### src/rtl/i2c_sensor_master_if.sv
// Command handshake and open-drain bus signals of the I2C sensor master.
// The controller/bench side uses the master modport; the engine uses slave.
interface i2c_sensor_master_if;
   logic       start_I2C;
   logic       mode_I2C;
   logic [6:0] sensorAddr_I2C;
   logic [7:0] writeVal_I2C;
   logic [7:0] readVal_I2C;
   logic       dataRdy_I2C;
   logic       ack_err;
   logic       busy;
   logic       scl_oe;
   logic       sda_oe;
   logic       sda_in;

   modport master (
      output start_I2C, mode_I2C, sensorAddr_I2C, writeVal_I2C, sda_in,
      input  readVal_I2C, dataRdy_I2C, ack_err, busy, scl_oe, sda_oe
   );

   modport slave (
      input  start_I2C, mode_I2C, sensorAddr_I2C, writeVal_I2C, sda_in,
      output readVal_I2C, dataRdy_I2C, ack_err, busy, scl_oe, sda_oe
   );
endinterface

### src/rtl/i2c_sensor_master.sv
// Byte-level I2C master: one single-byte write or read per accepted command.
// Every bus phase is a bit slot of four quarters of CLK_DIV cycles each; the
// SCL/SDA enables are registered from the next-state values so they line up
// with the state that owns the current quarter.
module i2c_sensor_master #(
   parameter int CLK_DIV = 4
) (
   input logic                clock,
   input logic                rst,
   i2c_sensor_master_if.slave bus
);
   localparam int QW = (CLK_DIV > 1) ? $clog2(CLK_DIV) : 1;
   localparam logic [QW-1:0] QMAX = QW'(CLK_DIV - 1);

   typedef enum logic [3:0] {
      S_IDLE, S_START, S_ADDR, S_ADDR_ACK, S_WDATA, S_WDATA_ACK,
      S_RDATA, S_RDATA_NACK, S_STOP, S_DONE
   } state_t;

   state_t          state_q, state_d;
   logic [QW-1:0]   qcnt_q, qcnt_d;
   logic [1:0]      qidx_q, qidx_d;
   logic [2:0]      bit_q, bit_d;
   logic [7:0]      tx_q, tx_d;
   logic [7:0]      rx_q, rx_d;
   logic [7:0]      wdata_q, wdata_d;
   logic            mode_q, mode_d;
   logic            ack_err_q, ack_err_d;
   logic [7:0]      rdval_q, rdval_d;
   logic            rdy_q, rdy_d;
   logic            busy_q, busy_d;
   logic            scl_oe_q, scl_oe_d;
   logic            sda_oe_q, sda_oe_d;
   logic            slot_end;
   logic            sample_pt;

   // {scl_oe, sda_oe} for a state/quarter; b is the data bit being sent.
   function automatic logic [1:0] drive(input state_t s, input logic [1:0] qi, input logic b);
      logic [1:0] r;
      r = 2'b00;
      case (s)
         S_START: begin
            if (qi == 2'd2)      r = 2'b01;
            else if (qi == 2'd3) r = 2'b11;
            else                 r = 2'b00;
         end
         S_ADDR, S_WDATA:
            r = {~qi[1], ~b};
         S_ADDR_ACK, S_WDATA_ACK, S_RDATA, S_RDATA_NACK:
            r = {~qi[1], 1'b0};
         S_STOP: begin
            if (qi == 2'd0)      r = 2'b11;
            else if (qi == 2'd1) r = 2'b01;
            else                 r = 2'b00;
         end
         default: r = 2'b00;
      endcase
      return r;
   endfunction

   // Next-state, quarter timing and registered-output computation.
   always_comb begin
      state_d   = state_q;
      qcnt_d    = qcnt_q;
      qidx_d    = qidx_q;
      bit_d     = bit_q;
      tx_d      = tx_q;
      rx_d      = rx_q;
      wdata_d   = wdata_q;
      mode_d    = mode_q;
      ack_err_d = ack_err_q;
      rdval_d   = rdval_q;
      slot_end  = 1'b0;
      sample_pt = 1'b0;

      if (state_q != S_IDLE && state_q != S_DONE) begin
         if (qcnt_q == QMAX) begin
            qcnt_d    = '0;
            qidx_d    = qidx_q + 2'd1;
            sample_pt = (qidx_q == 2'd2);
            slot_end  = (qidx_q == 2'd3);
         end else begin
            qcnt_d = qcnt_q + 1'b1;
         end
      end

      case (state_q)
         S_IDLE: begin
            if (bus.start_I2C) begin
               tx_d      = {bus.sensorAddr_I2C, bus.mode_I2C};
               mode_d    = bus.mode_I2C;
               wdata_d   = bus.writeVal_I2C;
               ack_err_d = 1'b0;
               qcnt_d    = '0;
               qidx_d    = 2'd0;
               state_d   = S_START;
            end
         end
         S_START: begin
            if (slot_end) begin
               bit_d   = 3'd7;
               state_d = S_ADDR;
            end
         end
         S_ADDR, S_WDATA: begin
            if (slot_end) begin
               tx_d = {tx_q[6:0], 1'b0};
               if (bit_q == 3'd0) state_d = (state_q == S_ADDR) ? S_ADDR_ACK : S_WDATA_ACK;
               else               bit_d   = bit_q - 3'd1;
            end
         end
         S_ADDR_ACK: begin
            if (sample_pt && bus.sda_in) ack_err_d = 1'b1;
            if (slot_end) begin
               bit_d = 3'd7;
               if (ack_err_q) begin
                  state_d = S_STOP;
               end else if (mode_q) begin
                  state_d = S_RDATA;
               end else begin
                  tx_d    = wdata_q;
                  state_d = S_WDATA;
               end
            end
         end
         S_WDATA_ACK: begin
            if (sample_pt && bus.sda_in) ack_err_d = 1'b1;
            if (slot_end) state_d = S_STOP;
         end
         S_RDATA: begin
            if (sample_pt) rx_d = {rx_q[6:0], bus.sda_in};
            if (slot_end) begin
               if (bit_q == 3'd0) state_d = S_RDATA_NACK;
               else               bit_d   = bit_q - 3'd1;
            end
         end
         S_RDATA_NACK: begin
            if (slot_end) state_d = S_STOP;
         end
         S_STOP: begin
            // Read data becomes visible together with the completion pulse.
            if (slot_end) begin
               if (mode_q && !ack_err_q) rdval_d = rx_q;
               state_d = S_DONE;
            end
         end
         S_DONE:  state_d = S_IDLE;
         default: state_d = S_IDLE;
      endcase

      rdy_d                  = (state_d == S_DONE);
      busy_d                 = (state_d != S_IDLE);
      {scl_oe_d, sda_oe_d}   = drive(state_d, qidx_d, tx_d[7]);
   end

   // Control state and bus enables; reset releases the bus immediately.
   always_ff @(posedge clock or posedge rst) begin
      if (rst) begin
         state_q   <= S_IDLE;
         qcnt_q    <= '0;
         qidx_q    <= 2'd0;
         bit_q     <= 3'd0;
         ack_err_q <= 1'b0;
         rdval_q   <= 8'd0;
         rdy_q     <= 1'b0;
         busy_q    <= 1'b0;
         scl_oe_q  <= 1'b0;
         sda_oe_q  <= 1'b0;
      end else begin
         state_q   <= state_d;
         qcnt_q    <= qcnt_d;
         qidx_q    <= qidx_d;
         bit_q     <= bit_d;
         ack_err_q <= ack_err_d;
         rdval_q   <= rdval_d;
         rdy_q     <= rdy_d;
         busy_q    <= busy_d;
         scl_oe_q  <= scl_oe_d;
         sda_oe_q  <= sda_oe_d;
      end
   end

   // Shift registers and captured command fields; always written before use.
   always_ff @(posedge clock) begin
      tx_q    <= tx_d;
      rx_q    <= rx_d;
      wdata_q <= wdata_d;
      mode_q  <= mode_d;
   end

   assign bus.readVal_I2C = rdval_q;
   assign bus.dataRdy_I2C = rdy_q;
   assign bus.ack_err     = ack_err_q;
   assign bus.busy        = busy_q;
   assign bus.scl_oe      = scl_oe_q;
   assign bus.sda_oe      = sda_oe_q;
endmodule

### src/flat_wrapper.sv
// flat-port wrapper written by rule: the top's interface ports become plain ports
module i2c_sensor_master_flat 
#(
   parameter int CLK_DIV = 4
)
  (clock, rst, bus_start_I2C, bus_mode_I2C, bus_sensorAddr_I2C, bus_writeVal_I2C, bus_sda_in, bus_readVal_I2C, bus_dataRdy_I2C, bus_ack_err, bus_busy, bus_scl_oe, bus_sda_oe);
  i2c_sensor_master_if bus_i ();
  input logic clock;
  input logic rst;
  input wire logic [$bits(bus_i.start_I2C)-1:0] bus_start_I2C;
  input wire logic [$bits(bus_i.mode_I2C)-1:0] bus_mode_I2C;
  input wire logic [$bits(bus_i.sensorAddr_I2C)-1:0] bus_sensorAddr_I2C;
  input wire logic [$bits(bus_i.writeVal_I2C)-1:0] bus_writeVal_I2C;
  input wire logic [$bits(bus_i.sda_in)-1:0] bus_sda_in;
  output wire logic [$bits(bus_i.readVal_I2C)-1:0] bus_readVal_I2C;
  output wire logic [$bits(bus_i.dataRdy_I2C)-1:0] bus_dataRdy_I2C;
  output wire logic [$bits(bus_i.ack_err)-1:0] bus_ack_err;
  output wire logic [$bits(bus_i.busy)-1:0] bus_busy;
  output wire logic [$bits(bus_i.scl_oe)-1:0] bus_scl_oe;
  output wire logic [$bits(bus_i.sda_oe)-1:0] bus_sda_oe;
  assign bus_i.start_I2C = bus_start_I2C;
  assign bus_i.mode_I2C = bus_mode_I2C;
  assign bus_i.sensorAddr_I2C = bus_sensorAddr_I2C;
  assign bus_i.writeVal_I2C = bus_writeVal_I2C;
  assign bus_i.sda_in = bus_sda_in;
  assign bus_readVal_I2C = bus_i.readVal_I2C;
  assign bus_dataRdy_I2C = bus_i.dataRdy_I2C;
  assign bus_ack_err = bus_i.ack_err;
  assign bus_busy = bus_i.busy;
  assign bus_scl_oe = bus_i.scl_oe;
  assign bus_sda_oe = bus_i.sda_oe;
  i2c_sensor_master #(.CLK_DIV(CLK_DIV)) u_core (.clock(clock), .rst(rst), .bus(bus_i));
endmodule
### config.mk
export PLATFORM = sky130hd
export DESIGN_NAME = i2c_sensor_master_flat
export DESIGN_NICKNAME = d
export VERILOG_FILES = /design/src/rtl/i2c_sensor_master_if.sv /design/src/rtl/i2c_sensor_master.sv /design/src/flat_wrapper.sv
export SDC_FILE = /design/constraint.sdc
export NUM_CORES = 1
export LEC_CHECK = 0
export BUFFER_PORTS_ARGS = -buffer_cell sky130_fd_sc_hd__buf_2
export CORE_ASPECT_RATIO = 1.25
export CORE_MARGIN = 2
export CORE_UTILIZATION = 30
export CTS_CLUSTER_DIAMETER = 100
export DETAILED_ROUTE_END_ITERATION = 10
export GPL_ROUTABILITY_DRIVEN = 0
export GPL_TIMING_DRIVEN = 0
export SYNTH_ARGS = -nofsm -noshare
export SYNTH_HDL_FRONTEND = slang
export SYNTH_SLANG_ARGS = --single-unit
### constraint.sdc
create_clock -name clock -period 2.6 [get_ports clock]
set_clock_uncertainty 0.15 [all_clocks]
set_input_delay 0 -clock clock [delete_from_list [all_inputs] [get_ports clock]]
set_output_delay 0 -clock clock [all_outputs]
set_load 0.02 [all_outputs]
# Yosys cells after proc, flatten, opt, wreduce, memory -nomap -nowiden
# Index checks and enable logic that the tools add are counted.
[op_classes] n_addsub=3 mul=0 div_mod_pow=0 order_cmp=0 eq_ne=33 shifts=0 muxes=43 bitwise_logic=2 reduce_logical=25
[op_table] cell="$mux W4" count=10
[op_table] cell="$mux W8" count=5
[op_table] cell="$eq A4 B3 Y1 const B" count=8
[op_table] cell="$pmux W4 S7" count=1
[op_table] cell="$mux W2" count=12
[op_table] cell="$pmux W8 S3" count=1
[op_table] cell="$eq A4 B2 Y1 const B" count=4
[op_table] cell="$eq A4 B4 Y1 const B" count=3
[op_table] cell="$mux W3" count=4
[op_table] cell="$eq A2 B2 Y1 const B" count=5
[op_table] cell="$ne A2 B1 Y1 const B" count=5
[op_table] cell="$reduce_or A2 Y1" count=5
[op_table] cell="$eq A4 B1 Y1 const B" count=2
[op_table] cell="$ne A2 B2 Y1 const B" count=4
[op_table] cell="$pmux W2 S4" count=1
[op_table] cell="$reduce_bool A4 Y1" count=2
[op_table] cell="$mux W1" count=7
[op_table] cell="$pmux W3 S2" count=1
[op_table] cell="$reduce_and A3 Y1" count=2
[op_table] cell="$reduce_and A6 Y1" count=1
[op_table] cell="$add A2 B1 Y2 const B" count=2
[op_table] cell="$logic_not A4 Y1" count=1
[op_table] cell="$ne A4 B4 Y1 const B" count=1
[op_table] cell="$reduce_and A2 Y1" count=2
[op_table] cell="other kinds (13)" count=17
[totals] ff_bits=49 latchBits=0 mem_bits_rw=0 mem_bits_ro=0 inputBits=20 output_inout_bits=13 wordCells=121 memories=0

# Logic depth before layout (Yosys ltp)
[logic_depth] word_depth=9 mapped_depth=8 depth_no_buf=8

# Worst setup path after synthesis
# OpenSTA, ideal clock, no wires.
[synth_timing] path_type="flip-flop to flip-flop" start="register u_core.qcnt_q[0]" end="register u_core.sda_oe_q, in the netlist u_core.bus.sda_oe" setup_time_ps=82 arrival_time_ps=2073 t_required_ps=2368 slack_ps=295 path_stages_with_launch=7 n_path_buf=1 period_less_slack_ps=2305 cell_sequence="dfrtp_1 -> ha_1 -> clkbuf_1 -> nand4_1 -> a221oi_1 -> o2111ai_1 -> a31oi_1"
[synth_via] elab_chain_len=9 word_cells_on_any_way=37 cone_classes="eq/ne: 12; mux: 21; bitwise: 1; reduce/logical: 3"
[synth_rtl] element="start: declaration" line="i2c_sensor_master.sv:21" source="logic [QW-1:0] qcnt_q, qcnt_d;"
[synth_rtl] element="start signal: assignment" line="i2c_sensor_master.sv:171" source="qcnt_q <= qcnt_d;"
[synth_rtl] element="$eq A2 B2 Y1 *" line="i2c_sensor_master.sv:77" source="if (qcnt_q == QMAX) begin"
[synth_rtl] element="parallel branches: the longest is 7 deep, another holds $pmux W4 S7"
[synth_rtl] element="$pmux W2 S4 *" line="i2c_sensor_master.sv:41" source="case (s)"
[synth_rtl] element="via u_core.sda_oe_d" line="i2c_sensor_master.sv:33" source="logic sda_oe_q, sda_oe_d;"
[synth_rtl] element="end signal: assignment" line="i2c_sensor_master.sv:179" source="sda_oe_q <= sda_oe_d;"
[synth_rtl] element="end: declaration" line="i2c_sensor_master.sv:33"
# Mark *: on every way through the listed nets, which the timed path passes. The select of a mux whose other input is x is not followed.
# A chain may end at the register's enable or synchronous reset.

# Worst setup path after layout
[layout_timing] start="register u_core.qidx_q[0]" end="register u_core.scl_oe_q, in the netlist u_core.bus.scl_oe"
[layout_via] elab_chain_len=9 word_cells_on_any_way=33 cone_classes="add/sub: 1; eq/ne: 11; mux: 17; bitwise: 1; reduce/logical: 3"
[layout_rtl] element="start: declaration" line="i2c_sensor_master.sv:22" source="logic [1:0] qidx_q, qidx_d;"
[layout_rtl] element="start signal: assignment" line="i2c_sensor_master.sv:172" source="qidx_q <= qidx_d;"
[layout_rtl] element="$add A2 B1 Y2" line="i2c_sensor_master.sv:79" source="qidx_d = qidx_q + 2'd1;"
[layout_rtl] element="$mux W2" line="i2c_sensor_master.sv:77"
[layout_rtl] element="$mux W2" line="i2c_sensor_master.sv:76" source="if (state_q != S_IDLE && state_q != S_DONE) begin"
[layout_rtl] element="$mux W2" line="i2c_sensor_master.sv:89" source="if (bus.start_I2C) begin"
[layout_rtl] element="$mux W2" line="i2c_sensor_master.sv:87" source="case (state_q)"
[layout_rtl] element="$eq A2 B2 Y1" line="i2c_sensor_master.sv:44" source="else if (qi == 2'd3) r = 2'b11;"
[layout_rtl] element="$mux W2" line="i2c_sensor_master.sv:44"
[layout_rtl] element="$mux W2" line="i2c_sensor_master.sv:43" source="if (qi == 2'd2) r = 2'b01;"
[layout_rtl] element="$pmux W2 S4 *" line="i2c_sensor_master.sv:41"
[layout_rtl] element="via u_core.scl_oe_d" line="i2c_sensor_master.sv:32" source="logic scl_oe_q, scl_oe_d;"
[layout_rtl] element="end signal: assignment" line="i2c_sensor_master.sv:178" source="scl_oe_q <= scl_oe_d;"
[layout_rtl] element="end: declaration" line="i2c_sensor_master.sv:32"
# Mark *: on every way through the listed nets, which the timed path passes. The rest lies on a longest branch.

==> impl_metrics.ini <==
[run_status]
outcome = complete, no violations

[critical_path]
crit_path_max_delay_cell_type = sky130_fd_sc_hd__nor3b_1
endpoint_kind = flop
worstPathCellList = ha_1 > nand2_1 > nand4b_1 > nor3b_1 > nor4b_1 > a211o_1
crit_path_leading_delay_family = simple AND/OR/NAND/NOR gates
critPathLaunchType = flop
cpPeakStageDelay_ns = 0.53
worst-path-buf-inv = 0
worst-endpoint-required_ns = 2.65
crit_type = reg2reg
path_max_fanout = 8
cp.arrival_ns = 2.41

[synth]
synth-compound-area-share = 0.122
synth_seq_cells = 49
synth_mux_area_frac = 0.0609
synth.top_cells.by_area = sky130_fd_sc_hd__edfxtp_1 31%, sky130_fd_sc_hd__dfrtp_1 26%, sky130_fd_sc_hd__mux2_4 5.2%
synth_async_sr_flop_share = 0.490
synthCells = 200
yosysTopAreaCell = sky130_fd_sc_hd__edfxtp_1
synthAdderAreaFrac = 0.0272
postSynthAreaPerCell_sq_um = 11.5
postSynth.topFlopCell = sky130_fd_sc_hd__edfxtp_1
synth.top_cells.by_count = 24 x sky130_fd_sc_hd__dfrtp_1, 24 x sky130_fd_sc_hd__edfxtp_1, 19 x sky130_fd_sc_hd__nand2_1, 17 x sky130_fd_sc_hd__nor2_1
post_synth_xor_area_fraction = 0.0114
ys.warnings.count = 0
synth_area_sq_um = 2300
post_synth_edffs = 24
synth_nets = 225
simple_logic_cell_fraction_of_the_synthesized_area = 0.155
yosysSeqAreaShare = 0.583
synth_top_family_by_area = simple AND/OR/NAND/NOR gates
cell_variety_after_synth = 44
netlist.area_leader.share = 0.313

[timing]
grt_setup_unrepaired = false
worst_slack_ns = 0.237
maxSlewViolCount = 0
layout_min_cycle_time_ns = 2.36
timing.final.hold_violations = 0
fin_tns_setup_ns = 0
achievable-frequency_mhz = 423
timing_worst_slew_pin_value_ns = 0.966
final.hold.worst_slack_ns = 0.0598
min_period_over_period = 0.909
slew_headroom = 0.355
finalSetupViolations = 0

[final_layout]
syn2layout_area_growth_pct = 24.8
layout_cells_sized_above_1 = 0.224
antenna_cells = 0
final.fill_count = 726
finish.net_count = 283
finalNonFillerCells = 351

[floorplan]
ioPinCount = 33
rows = 35
die-height_um = 102
area_of_the_die_sq_um = 8400
core_sq_um = 7400
dieWidth_um = 82.4
initial_core_util = 0.311

[clocking]
cts_buffer_depth = 2
clkLatencyLatePin_ns = 0.31
tritoncts_clock_tree = yes
htreeDepth = 2
cts-buffers-inserted = 5
tritoncts_num_sinks = 49
clockRootBuffer = sky130_fd_sc_hd__clkbuf_8
cts.reportedPaths.clkPinSlew_ns = 0.09

[detailed_routing]
drc_violation_count_after_routing = 0
route.detailed.vias_per_inst = 4.87
drt_iter0_drcs = 82
postRouteWirelength_mm = 4.99
routed_wire_length_per_instance_um = 14.2
vias = 1710
dr.pass1.iters = 4
ant_nets = 0

[min_path]
worst_min_path_class = in2reg

[job]
cap_viol_max_count = 0

[grt]
vias_in_the_first_global_route = 1642
wire_length_of_the_first_global_routing_pass_mm = 8.16
grt-ovfl-total = 0
grt_max_degree = 25
groute.usage.overall = 0.129
initial_antenna_violation_count = 0

[place]
detailedPlacementHpwl_mm = 3.38
placement.io_buffers = 32
dp_slack_ns = -0.496
placedCellCount = 324

[power]
power.density_nw_per_um2 = 457
irDropWorstVdd_mv = 0.213
cellLeakagePower_uw = 0.00130
==> area by class of cell <==
class / instances / area (sq um) / share of cell area
sequential: 49 / 1340 / 0.467
multi-input combinational: 131 / 885 / 0.308
timing repair buffer: 51 / 348 / 0.121
tap: 92 / 115 / 0.0401
clock buffer: 5 / 68.8 / 0.0239
buffer: 10 / 57.6 / 0.0200
inverter: 10 / 37.5 / 0.0131
clock inverter: 3 / 21.3 / 0.00740
==> worst reg2reg max path, stage by stage, from the launching register on <==
cell                       delay (ns)
sky130_fd_sc_hd__dfrtp_1         0.44
sky130_fd_sc_hd__ha_1            0.27
sky130_fd_sc_hd__nand2_1         0.27
sky130_fd_sc_hd__nand4b_1        0.19
sky130_fd_sc_hd__nor3b_1         0.53
sky130_fd_sc_hd__nor4b_1         0.12
sky130_fd_sc_hd__a211o_1         0.29
==> layout by cell type, fill, tap and decap left out, types with 2 or more instances in the layout <==
| master | instances |
|---|---|
| sky130_fd_sc_hd__buf_2 | 35 |
| sky130_fd_sc_hd__dfrtp_1 | 24 |
| sky130_fd_sc_hd__edfxtp_1 | 24 |
| sky130_fd_sc_hd__nand2_1 | 19 |
| sky130_fd_sc_hd__dlygate4sd3_1 | 18 |
| sky130_fd_sc_hd__nor2_1 | 17 |
| sky130_fd_sc_hd__inv_1 | 10 |
| sky130_fd_sc_hd__a21oi_1 | 10 |
| sky130_fd_sc_hd__nand3_1 | 9 |
| sky130_fd_sc_hd__mux2_4 | 8 |
| sky130_fd_sc_hd__o21ai_0 | 7 |
| sky130_fd_sc_hd__a22oi_1 | 6 |
| sky130_fd_sc_hd__nor3_1 | 5 |
| sky130_fd_sc_hd__ha_1 | 5 |
| sky130_fd_sc_hd__clkbuf_8 | 5 |
| sky130_fd_sc_hd__nand2b_1 | 4 |
| sky130_fd_sc_hd__clkbuf_1 | 3 |
| sky130_fd_sc_hd__xnor2_1 | 3 |
| sky130_fd_sc_hd__o31ai_1 | 3 |
| sky130_fd_sc_hd__a21o_1 | 3 |
| sky130_fd_sc_hd__and3_1 | 3 |
| sky130_fd_sc_hd__buf_6 | 2 |
| sky130_fd_sc_hd__and2_1 | 2 |
| sky130_fd_sc_hd__mux2i_1 | 2 |
| sky130_fd_sc_hd__nor3b_1 | 2 |
| sky130_fd_sc_hd__a211oi_1 | 2 |
| sky130_fd_sc_hd__nor2b_1 | 2 |
| sky130_fd_sc_hd__a31oi_1 | 2 |
==> layer usage <==
| metal | vias to the layer above | routed length [um] | GRT usage |
|---|---|---|---|
| li1 | 839 | - | - |
| met2 | 40 | 2500 | 0.211 |
| met3 | 11 | 210 | 0.0274 |
| met4 | 0 | 139 | 0.0564 |
| met1 | 820 | 2140 | 0.163 |
| met5 | - | 0 | 0 |
==> per-stage QoR <==
stage / instance area (sq um) / utilization / total power, uW
5_1_grt: 2870 / 0.388 / 1360
4_1_cts: 2870 / 0.387 / 1330
3_3_place_gp: 2580 / 0.348 / 849
2_1_floorplan: 2300 / - / 832
3_5_place_dp: 2580 / 0.348 / 850
6_report: 2870 / 0.388 / 1310
==> repair_timing <==
| action | CTS | global route |
|---|---|---|
| resized for setup | 2 | 3 |
| hold buffers | 18 | 0 |
| endpoints found under the setup margin | 9 | 8 |
| pin swaps | 0 | 1 |
| setup buffers | 0 | 1 |
| hold endpoints to repair | 44 | 0 |
==> logic make-up (layout without fill, tap and decap cells) <==
logic type,Yosys count,count (layout)
fa+ha+maj,5,5
flops,49,49
compound gates,42,42
buf+inv,20,79
mux,10,10
simple gates,71,71
xor+xnor,3,3
==> registers in the layout, indices dropped and copies added (netlist names), 2 cells and up <==
| register | flops |
|---|---|
| u_core.bus.readVal_I2C | 8 |
| u_core.rx_q | 8 |
| u_core.tx_q | 8 |
| u_core.wdata_q | 8 |
| u_core.state_q | 4 |
| u_core.bit_q | 3 |
| u_core.qcnt_q | 2 |
| u_core.qidx_q | 2 |
==> final timing paths <==
| kind | start | slack (ns) | depth (start not counted) | endpoint |
|---|---|---|---|---|
| hold reg to reg | u_core.rx_q[0] | 0.31 | 0 | u_core.rx_q[1] |
| hold / removal | bus_start_I2C | 0.06 | 5 | u_core.bus.ack_err |
| min in group asynchronous | rst | 0.30 | 3 | u_core.bus.readVal_I2C[7] |
| setup reg to reg | u_core.qidx_q[0] | 0.24 | 6 | u_core.bus.scl_oe |
| max in group asynchronous | rst | 1.42 | 3 | u_core.qidx_q[0] |
| setup / recovery | u_core.qidx_q[0] | 0.24 | 6 | u_core.bus.scl_oe |
==> power breakdown <==
group	switching, uW	internal (uW)
sequential	0	809
clock	268	191
combinational	15.9	28.2
Note: power is estimated with default switching activity, not from simulation.
